===== src/rtl/ps2_pkg.sv =====
// Shared constants and types for the PS/2 Set-2 scancode decoder.
//   - Prefix bytes (E0 extended, F0 break, E1 Pause) and the discard-code test.
//   - Modifier scancodes tracked by the decoder.
//   - ps2_event_t: one decoded key event as stored in the event FIFO.
//   - ps2_state_e: decoder FSM states.
package ps2_pkg;

  localparam logic [7:0] PS2_EXT   = 8'hE0;
  localparam logic [7:0] PS2_BRK   = 8'hF0;
  localparam logic [7:0] PS2_PAUSE = 8'hE1;

  // Keyboard status/response bytes; never part of a key sequence.
  localparam logic [7:0] PS2_DISC_00 = 8'h00;
  localparam logic [7:0] PS2_DISC_AA = 8'hAA;
  localparam logic [7:0] PS2_DISC_EE = 8'hEE;
  localparam logic [7:0] PS2_DISC_FA = 8'hFA;
  localparam logic [7:0] PS2_DISC_FC = 8'hFC;
  localparam logic [7:0] PS2_DISC_FD = 8'hFD;
  localparam logic [7:0] PS2_DISC_FE = 8'hFE;
  localparam logic [7:0] PS2_DISC_FF = 8'hFF;

  localparam logic [7:0] MOD_LSHIFT = 8'h12;
  localparam logic [7:0] MOD_RSHIFT = 8'h59;
  localparam logic [7:0] MOD_CTRL   = 8'h14;
  localparam logic [7:0] MOD_ALT    = 8'h11;

  // Bytes following E1 that are swallowed before the Pause event is emitted.
  localparam logic [2:0] PAUSE_SKIP = 3'd7;

  typedef struct packed {
    logic       ext;
    logic       brk;
    logic [7:0] code;
  } ps2_event_t;

  typedef enum logic [2:0] {
    StIdle,
    StExt,
    StBrk,
    StExtBrk,
    StPause
  } ps2_state_e;

  function automatic logic is_discard(input logic [7:0] b);
    case (b)
      PS2_DISC_00, PS2_DISC_AA, PS2_DISC_EE, PS2_DISC_FA,
      PS2_DISC_FC, PS2_DISC_FD, PS2_DISC_FE, PS2_DISC_FF: is_discard = 1'b1;
      default:                                            is_discard = 1'b0;
    endcase
  endfunction

endpackage


===== src/rtl/ps2_event_fifo.sv =====
// First-word-fall-through synchronous FIFO of ps2_event_t.
//   clk, reset : clock, asynchronous active-high reset (FIFO empties)
//   push, wdata: write request and data; accepted unless full without a same-cycle pop
//   pop        : remove head entry (ignored when empty)
//   rdata      : head entry, valid while empty=0
//   full, empty: occupancy flags
module ps2_event_fifo
  import ps2_pkg::*;
#(
  parameter int unsigned DEPTH = 8
) (
  input  logic       clk,
  input  logic       reset,
  input  logic       push,
  input  ps2_event_t wdata,
  input  logic       pop,
  output ps2_event_t rdata,
  output logic       full,
  output logic       empty
);

  localparam int unsigned AW = $clog2(DEPTH);

  // Extra MSB distinguishes full from empty when the index bits match.
  logic [AW:0] wr_ptr_q, rd_ptr_q;
  ps2_event_t  mem_q [DEPTH];
  logic        do_push, do_pop;

  assign empty   = (wr_ptr_q == rd_ptr_q);
  assign full    = (wr_ptr_q[AW] != rd_ptr_q[AW]) && (wr_ptr_q[AW-1:0] == rd_ptr_q[AW-1:0]);
  assign do_pop  = pop && !empty;
  assign do_push = push && (!full || do_pop);
  assign rdata   = mem_q[rd_ptr_q[AW-1:0]];

  always_ff @(posedge clk or posedge reset) begin
    if (reset) begin
      wr_ptr_q <= '0;
      rd_ptr_q <= '0;
    end else begin
      if (do_push) wr_ptr_q <= wr_ptr_q + 1'b1;
      if (do_pop)  rd_ptr_q <= rd_ptr_q + 1'b1;
    end
  end

  always_ff @(posedge clk) begin
    if (do_push) mem_q[wr_ptr_q[AW-1:0]] <= wdata;
  end

endmodule


===== src/rtl/ps2_scancode_decoder.sv =====
// PS/2 Set-2 scancode decoder: reassembles E0/F0/E1 byte sequences into key events,
// queues them in an FWFT FIFO and tracks modifier key state.
//   clk, reset          : clock, asynchronous active-high reset
//   rx_done_tick,rx_data: one received byte per strobe
//   ev_valid/ev_ready   : event handshake; ev_code/ev_ext/ev_break describe the head event
//   mods                : [0] L-shift [1] R-shift [2] ctrl [3] alt, 1 = held
//   clr_overflow        : clears overflow (a same-cycle drop wins)
//   overflow            : sticky, an event was dropped because the FIFO was full
module ps2_scancode_decoder
  import ps2_pkg::*;
#(
  parameter int unsigned DEPTH       = 8,
  parameter int unsigned TIMEOUT_CYC = 2_500_000
) (
  input  logic       clk,
  input  logic       reset,
  input  logic       rx_done_tick,
  input  logic [7:0] rx_data,
  input  logic       ev_ready,
  output logic       ev_valid,
  output logic [7:0] ev_code,
  output logic       ev_ext,
  output logic       ev_break,
  output logic [3:0] mods,
  input  logic       clr_overflow,
  output logic       overflow
);

  localparam int unsigned TW = $clog2(TIMEOUT_CYC + 1);
  localparam logic [TW-1:0] TMO_LAST = TW'(TIMEOUT_CYC);

  ps2_state_e state_q, state_d;
  logic [2:0] skip_q, skip_d;
  logic [TW-1:0] tmo_q, tmo_d;
  logic [3:0] mods_q, mods_d;
  logic overflow_q, overflow_d;

  logic emit, drop, pop, fifo_full, fifo_empty;
  ps2_event_t ev_d, head;

  always_comb begin
    state_d = state_q;
    skip_d  = skip_q;
    tmo_d   = tmo_q;
    emit    = 1'b0;
    ev_d    = '{ext: 1'b0, brk: 1'b0, code: rx_data};
    if (rx_done_tick) begin
      tmo_d = '0;
      if (is_discard(rx_data)) begin
        state_d = StIdle;
      end else begin
        unique case (state_q)
          StIdle: begin
            if (rx_data == PS2_EXT) begin
              state_d = StExt;
            end else if (rx_data == PS2_BRK) begin
              state_d = StBrk;
            end else if (rx_data == PS2_PAUSE) begin
              state_d = StPause;
              skip_d  = PAUSE_SKIP;
            end else begin
              emit = 1'b1;
            end
          end
          StExt: begin
            if (rx_data == PS2_BRK) begin
              state_d = StExtBrk;
            end else if (rx_data != PS2_EXT) begin
              emit     = 1'b1;
              ev_d.ext = 1'b1;
              state_d  = StIdle;
            end
          end
          StBrk: begin
            if (rx_data != PS2_BRK) begin
              emit     = 1'b1;
              ev_d.brk = 1'b1;
              state_d  = StIdle;
            end
          end
          StExtBrk: begin
            if (rx_data != PS2_BRK) begin
              emit     = 1'b1;
              ev_d.ext = 1'b1;
              ev_d.brk = 1'b1;
              state_d  = StIdle;
            end
          end
          StPause: begin
            skip_d = skip_q - 3'd1;
            // Last byte of the 8-byte Pause sequence.
            if (skip_q == 3'd1) begin
              emit      = 1'b1;
              ev_d.ext  = 1'b1;
              ev_d.code = PS2_PAUSE;
              state_d   = StIdle;
            end
          end
          default: state_d = StIdle;
        endcase
      end
    end else if (state_q != StIdle) begin
      if (tmo_q == TMO_LAST) begin
        state_d = StIdle;
        tmo_d   = '0;
      end else begin
        tmo_d = tmo_q + 1'b1;
      end
    end
  end

  // Modifiers follow every emitted event, including ones the FIFO drops.
  always_comb begin
    mods_d = mods_q;
    if (emit) begin
      if (ev_d.code == MOD_LSHIFT && !ev_d.ext) mods_d[0] = !ev_d.brk;
      if (ev_d.code == MOD_RSHIFT && !ev_d.ext) mods_d[1] = !ev_d.brk;
      if (ev_d.code == MOD_CTRL)                mods_d[2] = !ev_d.brk;
      if (ev_d.code == MOD_ALT)                 mods_d[3] = !ev_d.brk;
    end
  end

  assign pop  = !fifo_empty && ev_ready;
  assign drop = emit && fifo_full && !pop;

  always_comb begin
    overflow_d = overflow_q;
    if (drop) begin
      overflow_d = 1'b1;
    end else if (clr_overflow) begin
      overflow_d = 1'b0;
    end
  end

  always_ff @(posedge clk or posedge reset) begin
    if (reset) begin
      state_q    <= StIdle;
      skip_q     <= '0;
      tmo_q      <= '0;
      mods_q     <= '0;
      overflow_q <= 1'b0;
    end else begin
      state_q    <= state_d;
      skip_q     <= skip_d;
      tmo_q      <= tmo_d;
      mods_q     <= mods_d;
      overflow_q <= overflow_d;
    end
  end

  ps2_event_fifo #(
    .DEPTH(DEPTH)
  ) u_fifo (
    .clk  (clk),
    .reset(reset),
    .push (emit),
    .wdata(ev_d),
    .pop  (pop),
    .rdata(head),
    .full (fifo_full),
    .empty(fifo_empty)
  );

  // Outputs read as zero while empty so stale FIFO contents never show.
  assign ev_valid = !fifo_empty;
  assign ev_code  = fifo_empty ? 8'h00 : head.code;
  assign ev_ext   = fifo_empty ? 1'b0 : head.ext;
  assign ev_break = fifo_empty ? 1'b0 : head.brk;
  assign mods     = mods_q;
  assign overflow = overflow_q;

endmodule

===== config.mk =====
export PLATFORM = sky130hd
export DESIGN_NAME = ps2_scancode_decoder
export DESIGN_NICKNAME = d
export VERILOG_FILES = /design/src/rtl/ps2_pkg.sv /design/src/rtl/ps2_event_fifo.sv /design/src/rtl/ps2_scancode_decoder.sv
export SDC_FILE = /design/constraint.sdc
export NUM_CORES = 1
export LEC_CHECK = 0
export CAP_MARGIN = 30
export CORE_MARGIN = 2
export CORE_UTILIZATION = 60
export DETAILED_ROUTE_END_ITERATION = 16
export MAX_ROUTING_LAYER = met4
export PLACE_DENSITY = 0.88
export SLEW_MARGIN = 0
export SYNTH_ARGS = -nofsm -noshare
export SYNTH_HDL_FRONTEND = slang
export SYNTH_HIERARCHICAL = 1
export SYNTH_SLANG_ARGS = --single-unit

===== constraint.sdc =====
create_clock -name clk -period 4.3 [get_ports clk]
set_input_delay 0.86 -clock clk [delete_from_list [all_inputs] [get_ports clk]]
set_output_delay 0.86 -clock clk [all_outputs]
set_load 0.02 [all_outputs]

### Yosys cells after proc, flatten, opt, wreduce, memory -nomap -nowiden

Memory sizes are Yosys's and may differ from the RTL's.
Index checks and enable logic that the tools add are counted.
W data, S select, Z words.

* memories: 1
* logic and storage cells: 122
* output and inout bits: 16
* bits in registers: 41
* bits in writable memories: 80

* reductions and logical operators: 29
* multiplexer cells: 45
* $add $sub $neg: 4
* eq/ne operators: 32
* bitwise operators: 1

Memory list
* u_fifo.mem_q: words 8, width 10, read ports 1, clocked after memory_dff 0, write ports 1, RTL line ps2_event_fifo.sv:26 `ps2_event_t mem_q [DEPTH];`

Operator list (count)
* $eq A8 B8 Y1 const B: 10
* $mux W22: 3
* $mux W3: 14
* $eq A8 B5 Y1 const B: 3
* $mux W8: 3
* $add A22 B1 Y22 const B: 1
* $eq A22 B22 Y1 const B: 1
* $mux W10: 2
* $mux W1: 17
* $ne A8 B8 Y1 const B: 2
* $pmux W3 S4: 1
* $reduce_and A6 Y1: 2
* $add A4 B1 Y4 const B: 2
* $eq A8 B7 Y1 const B: 1
* $logic_and A1 B1 Y1: 8
* $logic_not A8 Y1: 1
* $reduce_and A2 Y1: 4
* $reduce_bool A2 Y1: 4
* $reduce_or A8 Y1: 1
* $eq A3 B1 Y1 const B: 2
* $eq A3 B2 Y1 const B: 2
* $ne A2 B2 Y1 const B: 3
* $ne A6 B6 Y1 const B: 1
* $pmux W3 S2: 1
* other kinds (18): 22

### Depth between registers and ports, before layout

Gate-level depths: netlist (run 1).

* depth in word-level cells: 10
* mapped depth: 11
* depth with buffers taken out: 9

### Hierarchy

The synthesis (run 1) kept the hierarchy.

Modules (own cells, without submodules)
* ps2_event_fifo: area an instance 3636.0 sq um, seq. area each 2602.5 sq um, cells an instance 173, instances 1
* ps2_scancode_decoder: area an instance 2240.9 sq um, seq. area each 825.8 sq um, cells an instance 247, instances 1

### Worst setup path before layout (run 1)

Ideal clock, no wire load.

* path type: input-to-reg
* from: input port rx_data[4]
* to: memory u_fifo/mem_q[1][0] (netlist name) (enable)
* stages: 7
* arrival: 3.011 ns
* path slack: 0.885 ns
* cells stage by stage: buf_2 -> nor2_1 -> o21ai_0 -> a41oi_2 -> and3_1 -> nand2_1 -> nor4_1

* longest elaborated chain between the ends: 10
* elaborated cells on any way between the ends: 28
* those cells by class: eq/ne: 12; mux: 13; reduce/logical: 3

RTL lines
* from (decl): RTL line ps2_scancode_decoder.sv:18 `input logic [7:0] rx_data,`
* $eq A8 B8 Y1: RTL line ps2_scancode_decoder.sv:58 `end else if (rx_data == PS2_PAUSE) begin`
* $mux W1: RTL line ps2_scancode_decoder.sv:58
* $mux W1: RTL line ps2_scancode_decoder.sv:56 `end else if (rx_data == PS2_BRK) begin`
* $mux W1: RTL line ps2_scancode_decoder.sv:54 `if (rx_data == PS2_EXT) begin`
* $pmux W1 S4: RTL line ps2_scancode_decoder.sv:52 `unique case (state_q)`
* $mux W1 (*): RTL line ps2_scancode_decoder.sv:49 `if (is_discard(rx_data)) begin`
* $mux W1 (*): RTL line ps2_scancode_decoder.sv:47 `if (rx_done_tick) begin`
* named net emit: RTL line ps2_scancode_decoder.sv:38 `logic emit, drop, pop, fifo_full, fifo_empty;`
* $logic_and A1 B1 Y1 (*): RTL line ps2_event_fifo.sv:32 `assign do_push = push && (!full || do_pop);`
* $mux W1 (*): RTL line ps2_event_fifo.sv:46 `if (do_push) mem_q[wr_ptr_q[AW-1:0]] <= wdata;`
* $mux W1 (implied by the code) (*): RTL line ps2_event_fifo.sv:46
* to (decl): RTL line ps2_event_fifo.sv:26

Mark *: on every way through the listed nets, which the timed path passes. The rest lies on a longest branch. The select of a mux whose other input is x is not followed.

==> flow_metrics.py, run 1 <==
metrics = {
    "setup_path": {
        "cp_data_required_time_ps": 3440,
        "cp_cell_sequence": "buf_4 > mux4_1 > mux2_2 > nor2b_1 > clkdlybuf4s50_1",
        "end_kind": "primary output",
        "worstSetupPathType": "register to primary output",
        "start_kind": "register",
        "arrival_ps": 2810,
        "crit_slowest_cell": "mux4_1",
        "crit_fanout": 24,
        "cpPeakStageDelay_ps": 640,
    },
    "floorplanning": {
        "rows": 36,
        "die_h_um": 103,
        "ioPinCount": 29,
        "die_w_um": 103,
        "dieArea_sq_um": 10600,
        "initial_core_util": 0.610,
        "coreArea_sq_um": 9640,
    },
    "pwr": {
        "clkPwrFrac": 0.325,
        "comb_power_share": 0.319,
        "total_power_uw": 4350,
        "peakVddDrop_v": 0.000359,
        "p_seq_frac": 0.356,
        "swShare": 0.323,
        "intPower_uw": 2950,
        "switchingPower_uw": 1400,
        "p_leak_uw": 0.00257,
        "p_per_area_nw_per_um2": 631,
    },
    "global_route": {
        "grt_pass1_vias": 3542,
        "grt_usage": 0.259,
        "grt_start_max_net_pins": 34,
        "antenna_found_initial": 0,
        "grt_overflow": 0,
        "grt_pass1_wl_um": 19200,
    },
    "sta": {
        "max_freq_mhz": 273,
        "slew_viol_final": 0,
        "grt_setup_unrepaired": "false",
        "tns_ps": 0,
        "hold_ws_ps": 485,
        "hold_viol": 0,
        "finalClockSkew_ps": 12.7,
        "setup_violations": 0,
        "min_period_ps": 3670,
        "worst_pin_slew_ps": 985,
        "timing.final.crit_share": 0.852,
        "slew_headroom": 0.341,
    },
    "logic_synthesis": {
        "synth_nets": 439,
        "ys_types": 68,
        "synthCells": 420,
        "ys_async_sr_fraction": 0.339,
        "synth_edf_count": 80,
        "syn_area_sq_um": 5880,
        "ys.flop_type": "edfxtp_1",
        "synth.avg_cell_area_sq_um": 14.0,
        "synth-seq-cells": 121,
        "seq_area_frac_synth": 0.583,
        "ys_warn_count": 6,
    },
    "drt": {
        "drc": 0,
        "via_count": 3679,
        "final_antenna_net_count": 0,
        "via_per_inst": 6.07,
        "drtIter0Drc": 353,
        "drt_first_pass_iters": 5,
        "wire_per_inst_um": 20.3,
        "wl_um": 12300,
    },
    "cells_and_area": {
        "nets": 479,
        "drive_above_1_share": 0.180,
        "n_antenna_cell": 0,
        "area_delta_synth_final_pct": 17.3,
    },
    "placement": {
        "numPortBuffers": 28,
        "gpl.final_weighted_congestion": 1.06,
        "place_hpwl_um": 8110,
    },
    "run": {
        "drv_cap": 0,
    },
    "clock_tree": {
        "holdBufCountCts": 0,
        "cts_resized": 0,
        "path_clk_slew_ps": 60,
        "cts-root-buf": "clkbuf_8",
        "post_cts_buffers": 0,
        "clock_sinks": 121,
        "cts_tree": "yes",
        "clkLatencyLatePin_ps": 510,
        "cts_made_buffers": 17,
        "clock_path_buffers": 2,
        "htreeDepth": 4,
    },
    "run_status": {
        "outcome": "finished, final reports clean",
    },
    "worst_hold_path": {
        "hold_class": "register to register",
    },
}
## cells in the mapped netlist, drive strengths merged, types with 5 or more instances
| master | n | area share |
|---|---|---|
| nor4 | 8 | 0.0096 |
| and3 | 7 | 0.0075 |
| dfrtp | 41 | 0.17 |
| nand4 | 9 | 0.012 |
| buf | 14 | 0.018 |
| nand2 | 17 | 0.012 |
| inv | 19 | 0.012 |
| nor3 | 12 | 0.012 |
| xnor2 | 19 | 0.028 |
| a21oi | 5 | 0.0049 |
| mux4 | 20 | 0.088 |
| edfxtp | 80 | 0.41 |
| ha | 6 | 0.013 |
| nor2b | 17 | 0.018 |
| xor2 | 7 | 0.010 |
| o21ai | 13 | 0.012 |
| clkbuf | 5 | 0.0032 |
| nand3 | 11 | 0.011 |
| mux2 | 17 | 0.035 |
| nor2 | 36 | 0.023 |
| nand2b | 6 | 0.0064 |
## layer usage
metal	vias up	track usage	wire [um]
met5	-	-	0
met2	149	0.419	6440
li1	1690	-	-
met1	1820	0.329	5110
met3	20	0.0576	628
met4	0	0.0850	149
## cell usage in the layout (no fill, tap or decap), types with 7 or more instances in the layout
| master | netlist | routed |
|---|---|---|
| o21ai_0 | 7 | 7 |
| nand3_1 | 9 | 9 |
| edfxtp_1 | 80 | 80 |
| nand4_1 | 7 | 7 |
| mux2_2 | 12 | 12 |
| nor3_1 | 10 | 10 |
| mux4_1 | 18 | 18 |
| buf_4 | 4 | 12 |
| dfrtp_1 | 41 | 41 |
| clkbuf_16 | 0 | 16 |
| clkdlybuf4s50_1 | 0 | 28 |
| inv_6 | 0 | 7 |
| xor2_1 | 7 | 7 |
| nand2_1 | 16 | 16 |
| xnor2_1 | 19 | 19 |
| and3_1 | 7 | 7 |
| nor2_1 | 35 | 35 |
| inv_1 | 19 | 19 |
| nor2b_1 | 17 | 17 |
## critical path: cells and delay by family, from the launching register on
kind	cells	cell delay, ps
muxes	2	940
buffers and inverters	2	890
DFF	1	320
and+or+nand+nor	1	130
## sequential cells by signal, summed over array words and instances, names as in the netlist
signal / count
u_fifo/mem_q: 80
mods: 4
state_q: 3
skip_q: 3
u_fifo/wr_ptr_q: 4
u_fifo/rd_ptr_q: 4
tmo_q: 22
overflow: 1
## final timing paths
kind                                          from                 end  slack [ps]  depth (start not counted)
worst max-delay path            u_fifo/rd_ptr_q[0]          ev_code[3]         630                          5
worst min-delay path                     skip_q[1]           skip_q[1]         480                          1
worst max register to register  u_fifo/rd_ptr_q[2]  u_fifo/mem_q[7][5]        1090                          9
worst min register to register           skip_q[1]           skip_q[1]         480                          1
max in group asynchronous                    reset            tmo_q[0]        3140                          3
min in group asynchronous                    reset  u_fifo/rd_ptr_q[3]         670                          2
## power by group through the flow
| stage | clock, uW | sequential, uW | combinational, uW |
|---|---|---|---|
| 3_3_place_gp | 0 | 1560 | 1320 |
| 5_1_grt | 1490 | 1570 | 1470 |
| 2_1_floorplan | 0 | 1510 | 972 |
| 3_5_place_dp | 0 | 1570 | 1360 |
| 4_1_cts | 1430 | 1550 | 1390 |
| 6_report | 1410 | 1550 | 1390 |
## metrics by stage
stage / cells / setup WS (ps) / util / area [sq um]
5_1_grt: 606 / 521 / 0.715 / 6890
3_3_place_gp: 573 / 372 / 0.653 / 6290
2_1_floorplan: 420 / 885 / - / 5880
6_report: 606 / 635 / 0.715 / 6890
3_5_place_dp: 574 / 383 / 0.654 / 6300
4_1_cts: 606 / 607 / 0.715 / 6890
## layout make-up
| type | count | area [sq um] |
|---|---|---|
| clock buffers | 17 | 414 |
| multi-input cells | 261 | 2260 |
| clock inverters | 15 | 179 |
| well taps | 133 | 166 |
| fillers | 637 | 2750 |
| flip-flops and latches | 121 | 3430 |
| repair buffers | 40 | 370 |
| inverters | 19 | 71.3 |
## logic make-up after synthesis
group	Yosys count	synth area share
xor+xnor	26	0.0387
fa+ha+maj	6	0.0128
simple gates	149	0.150
compound gates	43	0.0579
buf+inv	38	0.0336
flops	121	0.583
mux	37	0.123
Note: power is estimated with default switching activity, not from simulation.
==> run 2: changes to the inputs <==
Settings changed: ABC_CLOCK_PERIOD_IN_PS set to 4300, CTS_BUF_LIST set to sky130_fd_sc_hd__clkbuf_4, SLEW_MARGIN 0 to 10.
==> flow_metrics.py, run 2 (same netlist as run 1, synthesis figures left out) <==
metrics = {
    "run_status": {
        "outcome": "finished, final reports clean",
    },
    "pwr": {
        "clkPwrFrac": 0.226,
        "p_seq_frac": 0.410,
        "p_per_area_nw_per_um2": 569,
        "peakVddDrop_v": 0.000268,
        "p_leak_uw": 0.00246,
        "intPower_uw": 2470,
        "comb_power_share": 0.364,
        "total_power_uw": 3770,
        "switchingPower_uw": 1300,
        "swShare": 0.346,
    },
    "clock_tree": {
        "clock_sinks": 121,
        "clock_path_buffers": 2,
        "cts_tree": "yes",
        "clkLatencyLatePin_ps": 520,
        "path_clk_slew_ps": 120,
        "htreeDepth": 4,
        "cts_made_buffers": 17,
        "post_cts_buffers": 0,
        "cts_resized": 0,
        "holdBufCountCts": 0,
        "cts-root-buf": "clkbuf_4",
    },
    "drt": {
        "final_antenna_net_count": 0,
        "drtIter0Drc": 322,
        "wl_um": 11900,
        "drt_first_pass_iters": 5,
        "via_per_inst": 5.98,
        "drc": 0,
        "wire_per_inst_um": 19.5,
        "via_count": 3633,
    },
    "setup_path": {
        "worstSetupPathType": "register to primary output",
        "end_kind": "primary output",
        "cp_data_required_time_ps": 3440,
        "start_kind": "register",
        "crit_fanout": 24,
        "arrival_ps": 2840,
    },
    "cells_and_area": {
        "drive_above_1_share": 0.183,
        "nets": 481,
        "area_delta_synth_final_pct": 12.7,
        "nFillCells": 690,
        "fin_util": 0.687,
        "final_cell_mix": "edfxtp_1 (80), dfrtp_1 (41), nor2_1 (35), clkdlybuf4s50_1 (28)",
        "n_antenna_cell": 0,
        "largest_reg_flops": 80,
        "final_common_cell": "edfxtp_1",
    },
    "sta": {
        "finalClockSkew_ps": 17.4,
        "worst_pin_slew_ps": 837,
        "slew_viol_final": 0,
        "slew_headroom": 0.441,
        "tns_ps": 0,
        "grt_setup_unrepaired": "false",
        "max_freq_mhz": 270,
        "setup_violations": 0,
        "hold_viol": 0,
        "min_period_ps": 3700,
        "timing.final.crit_share": 0.861,
    },
    "global_route": {
        "grt_pass1_vias": 3493,
        "grt_start_max_net_pins": 34,
        "grt_pass1_wl_um": 18700,
        "grt_overflow": 0,
        "antenna_found_initial": 0,
        "grt_usage": 0.251,
    },
    "floorplanning": {
        "die_h_um": 103,
        "dieArea_sq_um": 10600,
        "coreArea_sq_um": 9640,
        "rows": 36,
        "initial_core_util": 0.610,
        "die_w_um": 103,
        "ioPinCount": 29,
    },
    "placement": {
        "place_hpwl_um": 8110,
        "gpl.final_weighted_congestion": 1.06,
        "numPortBuffers": 28,
    },
    "run": {
        "drv_cap": 0,
    },
    "worst_hold_path": {
        "hold_class": "register to register",
    },
}
## run 2: cell types whose count changed in the layout (fill, tap and decap cells not counted), sizes merged
cell and change:
buf +2
## run 2: final timing paths
kind                                          from                  to  slack, ps  cells after the start
worst max-delay path            u_fifo/rd_ptr_q[0]          ev_code[3]        600                      5
worst min-delay path                     skip_q[1]           skip_q[1]        500                      1
min in group asynchronous                    reset  u_fifo/rd_ptr_q[1]        620                      2
worst max register to register          state_q[2]  u_fifo/mem_q[5][3]       1440                      7
worst min register to register           skip_q[1]           skip_q[1]        500                      1
max in group asynchronous                    reset          state_q[2]       3220                      3
## run 2: worst max-delay path, cell delays in order, from the launching register on
cell	delay [ps]
dfrtp_1	350
buf_4	360
mux4_1	640
mux2_2	300
nor2b_1	140
clkdlybuf4s50_1	530
## run 2: layout make-up
type / instances / area, sq um / share of cell area
clock inverters: 15 / 179 / 0.0270
clock buffers: 17 / 128 / 0.0193
well taps: 133 / 166 / 0.0251
repair buffers: 42 / 385 / 0.0582
multi-input cells: 261 / 2260 / 0.342
inverters: 19 / 71.3 / 0.0108
flip-flops and latches: 121 / 3430 / 0.518
## run 2: per-layer routing
layer | part of all wire | wire (um) | global-route usage
met3 | 0.054 | 646 | 0.0468
met1 | 0.42 | 4940 | 0.326
met4 | 0.024 | 290 | 0.0931
met5 | 0 | 0 | -
met2 | 0.50 | 5980 | 0.399
## run 2: power by group through the flow
stage	clock (uW)	combinational, uW	sequential, uW
after detailed placement	0	1360	1570
after CTS	866	1370	1540
final	852	1370	1550
after global placement	0	1320	1560
after floorplan	0	972	1510
after global routing	914	1480	1560
## run 2: stage by stage
step,hold WS [ps],instance area [sq um],std cells,setup slack (ps)
2_1_floorplan,449,5880,420,885
3_3_place_gp,463,6290,573,372
3_5_place_dp,470,6300,574,383
4_1_cts,499,6610,606,570
5_1_grt,524,6620,608,453
6_report,498,6620,608,597
==> run 3: changes to the inputs <==
==> constraint.sdc (replaced) <==
create_clock -name clk -period 4.3 [get_ports clk]
set_input_delay 0.43 -clock clk [delete_from_list [all_inputs] [get_ports clk]]
set_output_delay 0.43 -clock clk [all_outputs]
set_load 0.02 [all_outputs]
==> flow_metrics.py, run 3 (same netlist as run 1, synthesis figures left out) <==
metrics = {
    "run_status": {
        "outcome": "finished, final reports clean",
    },
    "sta": {
        "min_period_ps": 3510,
        "max_freq_mhz": 285,
        "slew_viol_final": 0,
        "grt_setup_unrepaired": "false",
        "hold_ws_ps": 216,
        "worst_pin_slew_ps": 928,
        "tns_ps": 0,
        "timing.final.crit_share": 0.817,
        "setup_violations": 0,
        "hold_viol": 0,
        "slew_headroom": 0.381,
        "finalClockSkew_ps": 14.9,
    },
    "cells_and_area": {
        "n_antenna_cell": 0,
        "nFillCells": 682,
        "final_cell_mix": "edfxtp_1 (80), dfrtp_1 (41), nor2_1 (35), clkdlybuf4s50_1 (28)",
        "nets": 478,
        "area_delta_synth_final_pct": 11.7,
        "largest_reg_flops": 80,
        "drive_above_1_share": 0.176,
        "final_common_cell": "edfxtp_1",
    },
    "drt": {
        "wl_um": 11400,
        "drt_first_pass_iters": 4,
        "drc": 0,
        "wire_per_inst_um": 18.9,
        "final_antenna_net_count": 0,
        "via_count": 3560,
        "drtIter0Drc": 252,
        "via_per_inst": 5.88,
    },
    "clock_tree": {
        "cts_made_buffers": 17,
        "cts_resized": 0,
        "clkLatencyLatePin_ps": 490,
        "cts-root-buf": "clkbuf_4",
        "htreeDepth": 4,
        "post_cts_buffers": 0,
        "holdBufCountCts": 0,
        "path_clk_slew_ps": 100,
        "clock_sinks": 121,
        "cts_tree": "yes",
        "clock_path_buffers": 2,
    },
    "setup_path": {
        "ff2ff_setup_slack_ps": 810,
        "end_kind": "primary output",
        "worstSetupPathType": "register to primary output",
        "arrival_ps": 3080,
        "cpPeakStageDelay_ps": 960,
        "cp_data_required_time_ps": 3870,
        "start_kind": "register",
        "reg2reg_to": "u_fifo/mem_q[5][7]",
        "rr_worst_depth": 8,
        "crit_fanout": 24,
        "crit_slowest_cell": "dfrtp_1",
        "cp_cell_sequence": "xnor2_1 > nand3_1 > nor2_1 > buf_4 > nor2b_1 > clkdlybuf4s50_1",
        "r2r-start": "u_fifo/rd_ptr_q[1]",
    },
    "floorplanning": {
        "die_h_um": 103,
        "ioPinCount": 29,
        "initial_core_util": 0.610,
        "dieArea_sq_um": 10600,
        "rows": 36,
        "coreArea_sq_um": 9640,
        "die_w_um": 103,
    },
    "pwr": {
        "p_leak_uw": 0.00242,
        "p_seq_frac": 0.440,
        "clkPwrFrac": 0.207,
        "p_per_area_nw_per_um2": 553,
        "intPower_uw": 2430,
        "comb_power_share": 0.353,
        "switchingPower_uw": 1200,
        "swShare": 0.330,
        "peakVddDrop_v": 0.000345,
    },
    "global_route": {
        "antenna_found_initial": 0,
        "grt_usage": 0.246,
        "grt_start_max_net_pins": 34,
        "grt_overflow": 0,
        "grt_pass1_vias": 3504,
        "grt_pass1_wl_um": 18500,
    },
    "placement": {
        "numPortBuffers": 28,
        "gpl.final_weighted_congestion": 0.901,
        "place_hpwl_um": 8000,
    },
    "run": {
        "drv_cap": 0,
    },
    "worst_hold_path": {
        "hold_class": "input pin to asynchronous set/reset pin",
    },
}
-- run 3: cell count changes in the layout (fill, tap and decap cells not counted) --
cell | before | now
buf_4 | 14 | 11
clkbuf_4 | 17 | 19
clkinv_1 | 0 | 1
clkinv_2 | 0 | 4
clkinvlp_4 | 2 | 5
inv_6 | 7 | 0
inv_8 | 3 | 0
-- run 3: area by class of cell --
type                            count  area (sq um)  area share
Tap cell                          133           166      0.0253
Inverter                           19          71.3      0.0109
Multi-Input combinational cell    261          2260       0.345
Clock buffer                       19           143      0.0217
Sequential cell                   121          3430       0.522
Clock inverter                     13           130      0.0198
Timing Repair Buffer               39           363      0.0553
-- run 3: critical path, delay by kind of cell (launching register included) --
kind / cells / cell delay (ps)
flip-flops: 1 / 960
buffers and inverters: 2 / 810
XOR/XNOR: 1 / 170
AND/OR/NAND/NOR: 3 / 650
-- run 3: worst max-delay path by stage --
stage,startpoint,end,slack [ps],cells after the start
2_1_floorplan,u_fifo/wr_ptr_q[1],u_fifo/mem_q[0][0],1220,9
3_3_place_gp,u_fifo/rd_ptr_q[1],u_fifo/mem_q[3][0],1070,8
3_5_place_dp,u_fifo/rd_ptr_q[1],u_fifo/mem_q[3][1],850,8
4_1_cts,u_fifo/rd_ptr_q[1],ev_break,720,6
5_1_grt,u_fifo/rd_ptr_q[1],u_fifo/mem_q[5][7],500,8
6_report,u_fifo/rd_ptr_q[1],ev_break,790,6
-- run 3: per-stage QoR --
| stage | setup WS, ps | total power (uW) | cell area [sq um] | cells | utilization |
|---|---|---|---|---|---|
| after floorplan | 1220 | 2480 | 5880 | 420 | - |
| after global placement | 1070 | 2850 | 6290 | 573 | 0.653 |
| after detailed placement | 854 | 2910 | 6290 | 573 | 0.653 |
| after CTS | 717 | 3660 | 6570 | 605 | 0.681 |
| after global routing | 497 | 3830 | 6570 | 605 | 0.681 |
| final | 786 | 3630 | 6570 | 605 | 0.681 |
-- run 3: power by group through the flow --
stage                     combinational, uW  clock [uW]  sequential [uW]
after floorplan                         972           0             1510
after global placement                 1250           0             1600
after detailed placement               1290           0             1620
after CTS                              1290         772             1600
after global routing                   1390         827             1620
final                                  1280         753             1600
-- run 3: per-layer routing --
metal / global-route usage / wire length (um)
met5: - / 0
met4: 0.0567 / 59
met3: 0.0563 / 600
met2: 0.387 / 5930
met1: 0.332 / 4840
